**src/rtl/lsu_bus.sv**
```systemverilog
// Load/store unit front-end for an external request/response memory bus.
// Handles byte-lane steering, store strobes, load extension and error/timeout reporting.
module lsu_bus #(
   parameter int unsigned XLEN    = 32,
   parameter int unsigned TIMEOUT = 255
) (
   input  logic              clk,
   input  logic              rst,
   input  logic              s_valid,
   output logic              s_ready,
   input  logic              mem_en,
   input  logic              wen,
   input  logic [2:0]        mtype,
   input  logic [XLEN-1:0]   addr,
   input  logic [XLEN-1:0]   wdata,
   output logic              m_valid,
   input  logic              m_ready,
   output logic [XLEN-1:0]   rdata,
   output logic [1:0]        err,
   output logic              bus_req_valid,
   input  logic              bus_req_ready,
   output logic [XLEN-1:0]   bus_addr,
   output logic              bus_wen,
   output logic [XLEN-1:0]   bus_wdata,
   output logic [XLEN/8-1:0] bus_wstrb,
   input  logic              bus_resp_valid,
   output logic              bus_resp_ready,
   input  logic [XLEN-1:0]   bus_rdata,
   input  logic              bus_resp_err
);

   localparam int unsigned NB = XLEN / 8;
   localparam int unsigned OW = $clog2(NB);

   typedef enum logic [1:0] {StIdle, StReq, StResp, StDone} state_e;

   // Byte-lane mask of an access, LSB-justified.
   function automatic logic [NB-1:0] lane_mask(input logic [2:0] mt);
      case (mt)
         3'd0, 3'd3: lane_mask = NB'(1);
         3'd1, 3'd4: lane_mask = NB'(3);
         3'd2, 3'd5: lane_mask = NB'(15);
         default:    lane_mask = '1;
      endcase
   endfunction

   // Size minus one, used as the alignment mask on the byte offset.
   function automatic logic [OW-1:0] align_mask(input logic [2:0] mt);
      case (mt)
         3'd0, 3'd3: align_mask = '0;
         3'd1, 3'd4: align_mask = OW'(1);
         3'd2, 3'd5: align_mask = OW'(3);
         default:    align_mask = OW'(7);
      endcase
   endfunction

   state_e            state_q, state_d;
   logic              wen_q, wen_d;
   logic [2:0]        mtype_q, mtype_d;
   logic [XLEN-1:0]   addr_q, addr_d;
   logic [XLEN-1:0]   wdata_q, wdata_d;
   logic [XLEN-1:0]   rdata_q, rdata_d;
   logic [1:0]        err_q, err_d;
   logic [31:0]       cnt_q, cnt_d;

   logic [OW-1:0]     in_off, in_amask, off_q;
   logic              in_legal, tmo_hit;
   logic [NB-1:0]     st_mask;
   logic [XLEN-1:0]   lanes, ld_ext;

   // Legality of the incoming access and per-transaction datapath helpers.
   always_comb begin
      in_off   = addr[OW-1:0];
      in_amask = align_mask(mtype);
      in_legal = (mtype != 3'd7) && ((XLEN == 64) || (mtype < 3'd5))
                 && ((in_off & in_amask) == '0);
      off_q    = addr_q[OW-1:0];
      st_mask  = lane_mask(mtype_q);
      tmo_hit  = (TIMEOUT != 0) && ((cnt_q + 32'd1) == TIMEOUT);
   end

   // Load lane alignment followed by sign/zero extension.
   always_comb begin
      lanes = bus_rdata >> {off_q, 3'b000};
      case (mtype_q)
         3'd0:    ld_ext = XLEN'($signed(lanes[7:0]));
         3'd1:    ld_ext = XLEN'($signed(lanes[15:0]));
         3'd2:    ld_ext = XLEN'($signed(lanes[31:0]));
         3'd3:    ld_ext = XLEN'(lanes[7:0]);
         3'd4:    ld_ext = XLEN'(lanes[15:0]);
         3'd5:    ld_ext = XLEN'(lanes[31:0]);
         default: ld_ext = lanes;
      endcase
   end

   // Next-state logic; a response in the timeout cycle wins over the timeout.
   always_comb begin
      state_d = state_q;
      wen_d   = wen_q;
      mtype_d = mtype_q;
      addr_d  = addr_q;
      wdata_d = wdata_q;
      rdata_d = rdata_q;
      err_d   = err_q;
      cnt_d   = cnt_q;
      unique case (state_q)
         StIdle: begin
            if (s_valid) begin
               wen_d   = wen;
               mtype_d = mtype;
               addr_d  = addr;
               wdata_d = wdata;
               rdata_d = '0;
               err_d   = 2'd0;
               cnt_d   = '0;
               if (!mem_en) begin
                  state_d = StDone;
               end else if (!in_legal) begin
                  err_d   = 2'd1;
                  state_d = StDone;
               end else begin
                  state_d = StReq;
               end
            end
         end
         StReq: begin
            cnt_d = cnt_q + 32'd1;
            if (tmo_hit) begin
               err_d   = 2'd3;
               rdata_d = '0;
               state_d = StDone;
            end else if (bus_req_ready) begin
               state_d = StResp;
            end
         end
         StResp: begin
            cnt_d = cnt_q + 32'd1;
            if (bus_resp_valid) begin
               err_d   = bus_resp_err ? 2'd2 : 2'd0;
               rdata_d = wen_q ? '0 : ld_ext;
               state_d = StDone;
            end else if (tmo_hit) begin
               err_d   = 2'd3;
               rdata_d = '0;
               state_d = StDone;
            end
         end
         StDone: begin
            if (m_ready) state_d = StIdle;
         end
         default: state_d = StIdle;
      endcase
   end

   // State and transaction registers.
   always_ff @(posedge clk or negedge rst) begin
      if (!rst) begin
         state_q <= StIdle;
         wen_q   <= 1'b0;
         mtype_q <= '0;
         addr_q  <= '0;
         wdata_q <= '0;
         rdata_q <= '0;
         err_q   <= '0;
         cnt_q   <= '0;
      end else begin
         state_q <= state_d;
         wen_q   <= wen_d;
         mtype_q <= mtype_d;
         addr_q  <= addr_d;
         wdata_q <= wdata_d;
         rdata_q <= rdata_d;
         err_q   <= err_d;
         cnt_q   <= cnt_d;
      end
   end

   // Handshake and bus outputs decoded from the state and held registers.
   always_comb begin
      s_ready        = (state_q == StIdle);
      m_valid        = (state_q == StDone);
      bus_req_valid  = (state_q == StReq);
      bus_resp_ready = (state_q == StResp);
      rdata          = rdata_q;
      err            = err_q;
      bus_addr       = {addr_q[XLEN-1:OW], {OW{1'b0}}};
      bus_wen        = wen_q;
      bus_wdata      = wdata_q << {off_q, 3'b000};
      bus_wstrb      = wen_q ? (st_mask << off_q) : '0;
   end

endmodule

```
**config.mk**
```make
export PLATFORM = sky130hd
export DESIGN_NAME = lsu_bus
export DESIGN_NICKNAME = d
export VERILOG_FILES = /design/src/rtl/lsu_bus.sv
export SDC_FILE = /design/constraint.sdc
export NUM_CORES = 1
export LEC_CHECK = 0
export BUFFER_PORTS_ARGS = -buffer_cell sky130_fd_sc_hd__buf_4
export CAP_MARGIN = 20
export CORE_ASPECT_RATIO = 2
export CORE_MARGIN = 2
export CORE_UTILIZATION = 49
export DETAILED_ROUTE_END_ITERATION = 10
export HOLD_SLACK_MARGIN = 0.05
export PLACE_DENSITY = 0.78
export SLEW_MARGIN = 20
export SYNTH_ARGS = -nofsm -noshare
export SYNTH_HDL_FRONTEND = slang
export SYNTH_SLANG_ARGS = --single-unit
```
**constraint.sdc**
```tcl
create_clock -name clk -period 2.7 [get_ports clk]
set_input_delay 0.135 -clock clk [delete_from_list [all_inputs] [get_ports clk]]
set_output_delay 0.135 -clock clk [all_outputs]
set_load 0.02 [all_outputs]
```
Word level (Yosys, flattened, before mapping)
Index checks and enable logic that the tools add are counted.
{"block": "totals", "regBits": 136, "in_bits": 108}
{"block": "op_classes", "n_reduce_logical": 17, "n_eq_ne": 15, "add_sub_neg": 1, "mux": 26, "shifts": 3, "bitwise_logic": 1, "order_cmp": 1}
{"op": "32-bit two-way mux", "count": 4}
{"op": "32-bit case mux with 4 select lines", "count": 1}
{"op": "32-bit case mux with 3 select lines", "count": 1}
{"op": "32-bit case mux with 2 select lines", "count": 1}
{"op": "32-bit by 1-bit adder with 32-bit output, second input constant", "count": 1}
{"op": "32-bit by 8-bit == test with 1-bit output, second input constant", "count": 1}
{"op": "32-bit by 5-bit << shifter with 32-bit output", "count": 1}
{"op": "32-bit by 5-bit right shift with 32-bit output", "count": 1}
{"op": "2-bit two-way mux", "count": 12}
{"op": "2-bit OR reduction", "count": 5}
{"op": "2-bit case mux with 4 select lines", "count": 1}
{"op": "4-bit case mux with 2 select lines", "count": 1}
{"op": "3-bit by 1-bit == test with 1-bit output, second input constant", "count": 2}
{"op": "3-bit by 2-bit == test with 1-bit output, second input constant", "count": 2}
{"op": "3-bit == test, second input constant", "count": 2}
{"op": "3-bit logical NOT", "count": 2}
{"op": "2-bit case mux with 3 select lines", "count": 1}
{"op": "2-bit AND reduction", "count": 3}
{"op": "2-bit == test, second input constant", "count": 2}
{"op": "2-bit logical NOT", "count": 2}
{"op": "4-bit two-way mux", "count": 1}
{"op": "2-bit case mux with 2 select lines", "count": 1}
{"op": "4-bit AND reduction", "count": 1}
{"op": "4-bit by 2-bit << shifter with 4-bit output", "count": 1}
{"op": "other kinds (12)", "count": 14}

Longest topological paths before layout
Gate-level depths: netlist of run 1.
{"block": "logic_depth", "ltp_word": 10, "ltp_mapped": 11}

Worst setup path after synthesis of run 1
OpenSTA, ideal clock, no wires.
{"block": "synth_path", "path_kind": "register -> register", "from": "register cnt_q[0]", "to": "register rdata_q[25] (netlist: rdata[25])", "path_slack_ns": -0.310, "period_less_slack_ns": 3.010, "stages_incl_launch_ff": 10, "arrival_ns": 2.888, "cell_sequence": "dfrtp_1 > ha_1 > nand3_4 > or4_4 > or2_1 > o31a_1 > nor4b_4 > nand4_2 > a31o_1 > a32o_1"}
{"block": "synth_between", "elab_chain_cells": 5}
{"element": "from (decl)", "line": "64", "text": "logic [31:0] cnt_q, cnt_d;"}
{"element": "from (signal assigned)", "line": "174", "text": "cnt_q <= cnt_d;"}
{"element": "32-bit by 1-bit adder with 32-bit output (*)", "line": "79", "text": "tmo_hit = (TIMEOUT != 0) && ((cnt_q + 32'd1) == TIMEOUT);"}
{"element": "32-bit by 8-bit == test with 1-bit output (*)", "line": "79"}
{"element": "32-bit two-way mux (*)"}
{"element": "32-bit two-way mux"}
{"element": "32-bit case mux with 3 select lines (*)"}
{"element": "to (signal assigned)", "line": "172", "text": "rdata_q <= rdata_d;"}
{"element": "to (decl)", "line": "62", "text": "logic [XLEN-1:0] rdata_q, rdata_d;"}
Every way passes the cells marked *; elsewhere a longest branch is shown, timed or not.
A chain may end at the register's enable or synchronous reset.

Worst setup path after layout of run 1
{"block": "layout_path", "from": "register cnt_q[5]", "to": "register rdata_q[25] (netlist: rdata[25])"}
The elaborated chain is that of the path after synthesis.

==> results.json, run 1 <==
{
  "die_w_um": 95.5,
  "setup_slack_ns": -0.0776,
  "synth-seq-area-share_pct": 41.5,
  "dieArea_um2": 17900,
  "synth-simple-area-share_pct": 16.2,
  "max-cap-violations": 0,
  "slew_headroom_pct": 47.2,
  "wl_met3_mm": 2.36,
  "yosysTopAreaCell": "dfrtp_1",
  "cp.arrival_ns": 3.08,
  "antenna_left": 0,
  "initial_core_util_pct": 49.4,
  "rsz0062_at_grt": "true",
  "area_delta_synth_final_pct": 41.2,
  "status": "finished with violations",
  "period_share_pct": 103,
  "worstMarginPinSlew_ns": 0.787,
  "synth_compound_area_share_pct": 19.8,
  "core_area_um2": 16600,
  "p_leak_nw": 5.22,
  "post_layout_nonfiller_instances": 1393,
  "start_kind": "flip-flop",
  "dp.cells": 1289,
  "htreeDepth": 4,
  "ys_ff_latch": 136,
  "fmax_mhz": 360,
  "ir_drop_mv": 0.988,
  "ys.flop_type": "dfrtp_1",
  "clkTransAtPathRegs_ns": 0.06,
  "crit_path_end_kind": "flip-flop",
  "drive_gt1_share_pct": 35.1,
  "dr.pass1.iters": 7,
  "period_minus_slack_ns": 2.78,
  "multi_input_area_um2": 4390,
  "antenna_found_initial": 0,
  "grt_max_degree": 64,
  "hold_viol_final": 0,
  "fin_setup_tns_ns": -1.23,
  "ff_latch_area_um2": 3410,
  "top_layer": "met4",
  "synthAdderAreaFrac_pct": 1.07,
  "vias": 8268,
  "pre_cts_ws_ns": -0.0367,
  "gp_congestion": 0.914,
  "synth_xor_xnor_area_share_pct": 1.07,
  "min_path_type": "in -> reg",
  "grt_pass1_vias": 8337,
  "grt_usage_pct": 30.0,
  "slew_violations": 0,
  "grt_overflow": 0,
  "dr_wl_met2_mm": 13.6,
  "synthTopCellsByCount": "dfrtp_1, o21ai_0, nand2_1",
  "nNetsFinal": 1288,
  "synth_area_per_cell_um2": 9.13,
  "antenna_cells": 0,
  "synth.area.top_cells": "dfrtp_1, mux2_2, o21ai_0",
  "yosysTopAreaCellShare_pct": 41.5,
  "port-buffer-count": 212,
  "critPathRequiredTime_ns": 3.01,
  "fp.dieH_um": 187,
  "fin_skew_ns": 0.0122,
  "async_reset_ff_share_pct": 100,
  "cts.sinks": 136,
  "drt_iter0_drc": 568,
  "post-dp-hpwl_mm": 17.5,
  "violations": "setup timing",
  "ys_warn_count": 0,
  "worstPathMaxFanout": 3,
  "final_core_util_pct": 69.8,
  "synth_most_common_cell": "dfrtp_1",
  "cts_buffer_depth": 2,
  "setup_viol": 34,
  "wirelength_mm": 26.8,
  "synth_top_family_by_area": "compound AO/OA/AOI/OAI gates",
  "syn_area_um2": 8210,
  "worstSetupPathType": "reg -> reg",
  "fillers": 1146,
  "grt_pass1_wl_mm": 42.2,
  "tritoncts": "done",
  "num_rows": 67,
  "synth_mux_area_share_pct": 13.6,
  "powerDensity_nw_per_um2": 1150,
  "cts_made_buffers": 17,
  "design.portCount": 215,
  "worstSkewPairLatency_ns": 0.42,
  "root_buffer": "clkbuf_16",
  "drc_errors": 0,
  "syn_inst": 899,
  "via_per_inst": 5.94,
  "synth_edf_count": 0,
  "ys_types": 61,
  "wl_met1_mm": 10.1,
  "wl_per_cell_um": 19.2
}
-- cells by family after synthesis --
| group | count (synthesis) |
|---|---|
| AND/OR/NAND/NOR | 266 |
| AO/OA/AOI/OAI | 265 |
| flip-flops | 136 |
| buffers and inverters | 112 |
| multiplexers | 102 |
| XOR/XNOR | 10 |
| adder cells (fa/ha/maj) | 7 |
| other | 1 |
-- per-stage QoR --
step	hold WS [ns]	power (mW)	instance area, µm²
after global routing	0.134	14.1	11600
after CTS	0.117	12.9	11500
after detailed placement	0.0957	10.5	10200
after global placement	0.0926	10.2	10200
after floorplan	-0.161	8.15	8230
final	0.127	13.3	11600
-- sequential cells by signal (all words and copies together) (netlist names) --
register  count
addr_q       32
cnt_q        32
rdata        32
wdata_q      32
mtype_q       3
err           2
state_q       2
bus_wen       1
-- path summary, 6_finish.rpt --
| check | slack, ns | to | start | cells after the start |
|---|---|---|---|---|
| max in group asynchronous | 1.68 | rdata[27] | rst | 3 |
| hold reg to reg | 0.49 | rdata[15] | rdata[15] | 1 |
| setup reg to reg | -0.08 | rdata[25] | cnt_q[5] | 9 |
| hold / removal | 0.13 | err[1] | bus_resp_err | 4 |
| min in group asynchronous | 0.21 | cnt_q[14] | rst | 2 |
| setup / recovery | -0.08 | rdata[25] | cnt_q[5] | 9 |
-- layout make-up --
cell class | instances | area share, %
repair buffers | 356 | 25.1
inverters | 10 | 0.324
flip-flops and latches | 136 | 29.4
multi-input cells | 652 | 37.9
clock inverters | 13 | 1.25
clock buffers | 19 | 3.82
well taps | 207 | 2.24
-- placed cells by master, fill, tap and decap left out, types with 5 or more instances in the layout --
master and n:
a211oi_1 24, a21oi_1 54, a22o_1 9, a31oi_1 9, and2_1 12, and3_1 7
buf_4 281, clkbuf_16 18, dfrtp_1 132, dlygate4sd3_1 70, ha_1 6, inv_1 10
mux2_2 68, mux2i_1 33, nand2_1 85, nand2b_1 8, nand3_1 15, nand4_1 18
nor2_1 63, nor2b_1 17, nor3_1 5, o21ai_0 78, o21ai_1 34, o2bb2ai_1 22
o31ai_1 8, xnor2_1 6
-- routing by layer --
layer	global-route usage [%]	vias up
met4	10.0	0
met2	50.8	428
met3	7.49	56
met1	36.6	4023
li1	-	3761
met5	0	-
-- repair_timing --
item	in CTS	in global routing
pin swaps	5	6
hold endpoints to repair	114	0
setup buffers	0	1
hold buffers	70	0
resized for setup	7	28
endpoints found under the setup margin	30	36
cloned	0	1
-- report_power, final --
group	switching (mW)	internal, mW
logic	4.53	3.13
clock network	0.951	1.39
registers	0.569	2.71
total	6.05	7.24
-- critical path, cell delays in order, from the launching register on --
cell     delay, ns
dfrtp_1       0.39
nand4_1       0.14
or4_4         0.51
or2_1         0.24
o31a_1        0.32
nor4b_4       0.37
buf_4         0.18
nand4_4       0.08
a31o_1        0.24
a32o_1        0.20
Note: power is estimated with default switching activity, not from simulation.
==> inputs of run 2 (changes only) <==
RECOVER_POWER = 50   (was default)
==> run 2 against run 1 <==
Die area stayed put. Largest cell class unchanged. Global-route usage is the same. Cell count unchanged. Largest power group unchanged. Combinational power decreased by 3.3%. The run still ends with setup timing left. Clock-buffer cell count did not move. Non-clock buffer count unchanged.
==> results.json, run 2 (synthesized netlist as in run 1, its figures left out) <==
{
  "tritoncts": "done",
  "wl_per_cell_um": 19.2,
  "fmax_mhz": 360,
  "min_path_type": "in -> reg",
  "status": "finished with violations",
  "dr.pass1.iters": 5,
  "initial_core_util_pct": 49.4,
  "worstSkewPairLatency_ns": 0.42,
  "hold_viol_final": 0,
  "core_area_um2": 16600,
  "port-buffer-count": 212,
  "finalPower_mw": 13.0,
  "drc_errors": 0,
  "root_buffer": "clkbuf_16",
  "r2r_slack_ns": -0.08,
  "period_share_pct": 103,
  "hold_ws_ns": 0.128,
  "worstSetupPathType": "reg -> reg",
  "clkTransAtPathRegs_ns": 0.06,
  "vias": 8303,
  "pwr-share-comb_pct": 56.9,
  "switching_share_pct": 46.5,
  "r2r_start": "cnt_q[5]",
  "antenna_cells": 0,
  "setup_viol": 34,
  "antenna_found_initial": 0,
  "cp_slowest_cell": "or4_4",
  "fp.dieH_um": 187,
  "p_switching_mw": 6.06,
  "design.portCount": 215,
  "slew_violations": 0,
  "p_leak_nw": 4.96,
  "gp_congestion": 0.914,
  "fin_skew_ns": 0.0128,
  "period_minus_slack_ns": 2.78,
  "critPathRequiredTime_ns": 3.00,
  "worstPathCellList": "nand4_1 -> or4_4 -> or2_1 -> o31a_1 -> nor4b_4 -> buf_4 -> nand4_4 -> a31o_1 -> a32o_1",
  "nNetsFinal": 1288,
  "num_rows": 67,
  "via_per_inst": 5.96,
  "layout_common_cells": "buf_4, dfrtp_1, nand2_1, o21ai_0, dlygate4sd3_1",
  "die_w_um": 95.5,
  "p_int_mw": 6.97,
  "ir_drop_mv": 0.924,
  "violations": "setup timing",
  "final_common_cell": "buf_4",
  "drt_iter0_drc": 604,
  "max-cap-violations": 0,
  "hold_path_end": "rdata[26]",
  "grt_usage_pct": 30.0,
  "whs_path_depth": 5,
  "power_frac_clock_pct": 18.0,
  "hold_start": "bus_rdata[26]",
  "htreeDepth": 4,
  "setup_slack_ns": -0.0768,
  "cp_slowest_stage_delay_ns": 0.52,
  "grt_pass1_vias": 8337,
  "grt_pass1_wl_mm": 42.2,
  "post-dp-hpwl_mm": 17.5,
  "crit_path_end_kind": "flip-flop",
  "start_kind": "flip-flop",
  "grt_max_degree": 64,
  "slew_headroom_pct": 18.4,
  "wirelength_mm": 26.8,
  "reg2reg_depth": 9,
  "cts_made_buffers": 17,
  "dieArea_um2": 17900,
  "area_delta_synth_final_pct": 38.0,
  "grt_overflow": 0,
  "drive_gt1_share_pct": 29.8,
  "worstReg2RegEnd": "rdata[25]",
  "post_layout_nonfiller_instances": 1393,
  "cts_buffer_depth": 2,
  "rsz0062_at_grt": "true",
  "cp.arrival_ns": 3.08,
  "worstPathMaxFanout": 3,
  "dp.cells": 1289,
  "final_core_util_pct": 68.3,
  "cts.sinks": 136,
  "antenna_left": 0,
  "worstMarginPinSlew_ns": 1.22,
  "power_frac_seq_pct": 25.1,
  "powerDensity_nw_per_um2": 1150
}
run 2: worst max path at each step:
stage                         from   endpoint  cells after the start
after global placement    cnt_q[1]   rdata[1]                     10
after global routing      cnt_q[0]  rdata[25]                     10
after detailed placement  cnt_q[1]   rdata[5]                     10
final                     cnt_q[5]  rdata[25]                      9
after CTS                 cnt_q[0]  rdata[25]                     10
after floorplan           cnt_q[1]  rdata[25]                      9
run 2: per-layer routing:
layer | up-vias | global-route usage, % | share of wire [%]
met1 | 4026 | 36.6 | 37
met5 | - | 0 | 0
met3 | 60 | 7.49 | 8.9
met2 | 451 | 50.8 | 51
met4 | 0 | 10.0 | 2.6
li1 | 3766 | - | -
run 2: critical path, delay by kind of cell (launching register included):
family	cells	cell delay, ns
flops	1	0.39
simple gates	5	1.35
compound gates	3	0.76
buf+inv	1	0.18
run 2: timing repair:
item / in CTS / in global routing
hold endpoints to repair: 114 / 0
gates cloned: 0 / 1
hold buffers: 70 / 0
pin swaps: 5 / 6
endpoints found under the setup margin: 30 / 36
gates resized for setup: 7 / 28
buffers inserted: 0 / 1
run 2: cell type report:
| cell class | instances | area [µm²] |
|---|---|---|
| clock buffers | 19 | 443 |
| clock inverters | 13 | 145 |
| fillers | 1224 | 5270 |
| inverters | 10 | 37.5 |
| multi-input cells | 652 | 4390 |
| flip-flops and latches | 136 | 3410 |
| well taps | 207 | 259 |
| repair buffers | 356 | 2650 |
run 2: metrics by stage:
stage	worst slack, ns	setup TNS [ns]	instance area (µm²)
3_5_place_dp	-0.0367	-0.318	10200
5_1_grt	-0.163	-4.16	11300
3_3_place_gp	0.0110	0	10200
2_1_floorplan	-0.0326	-0.0326	8230
4_1_cts	-0.0307	-0.177	11500
6_report	-0.0768	-1.27	11300
run 2: power groups by stage:
stage	clock network (mW)	registers, mW	logic (mW)
3_5_place_dp	0	3.25	7.23
5_1_grt	2.46	3.34	7.97
2_1_floorplan	0	3.20	4.95
3_3_place_gp	0	3.21	7.03
4_1_cts	2.35	3.23	7.36
6_report	2.35	3.27	7.41
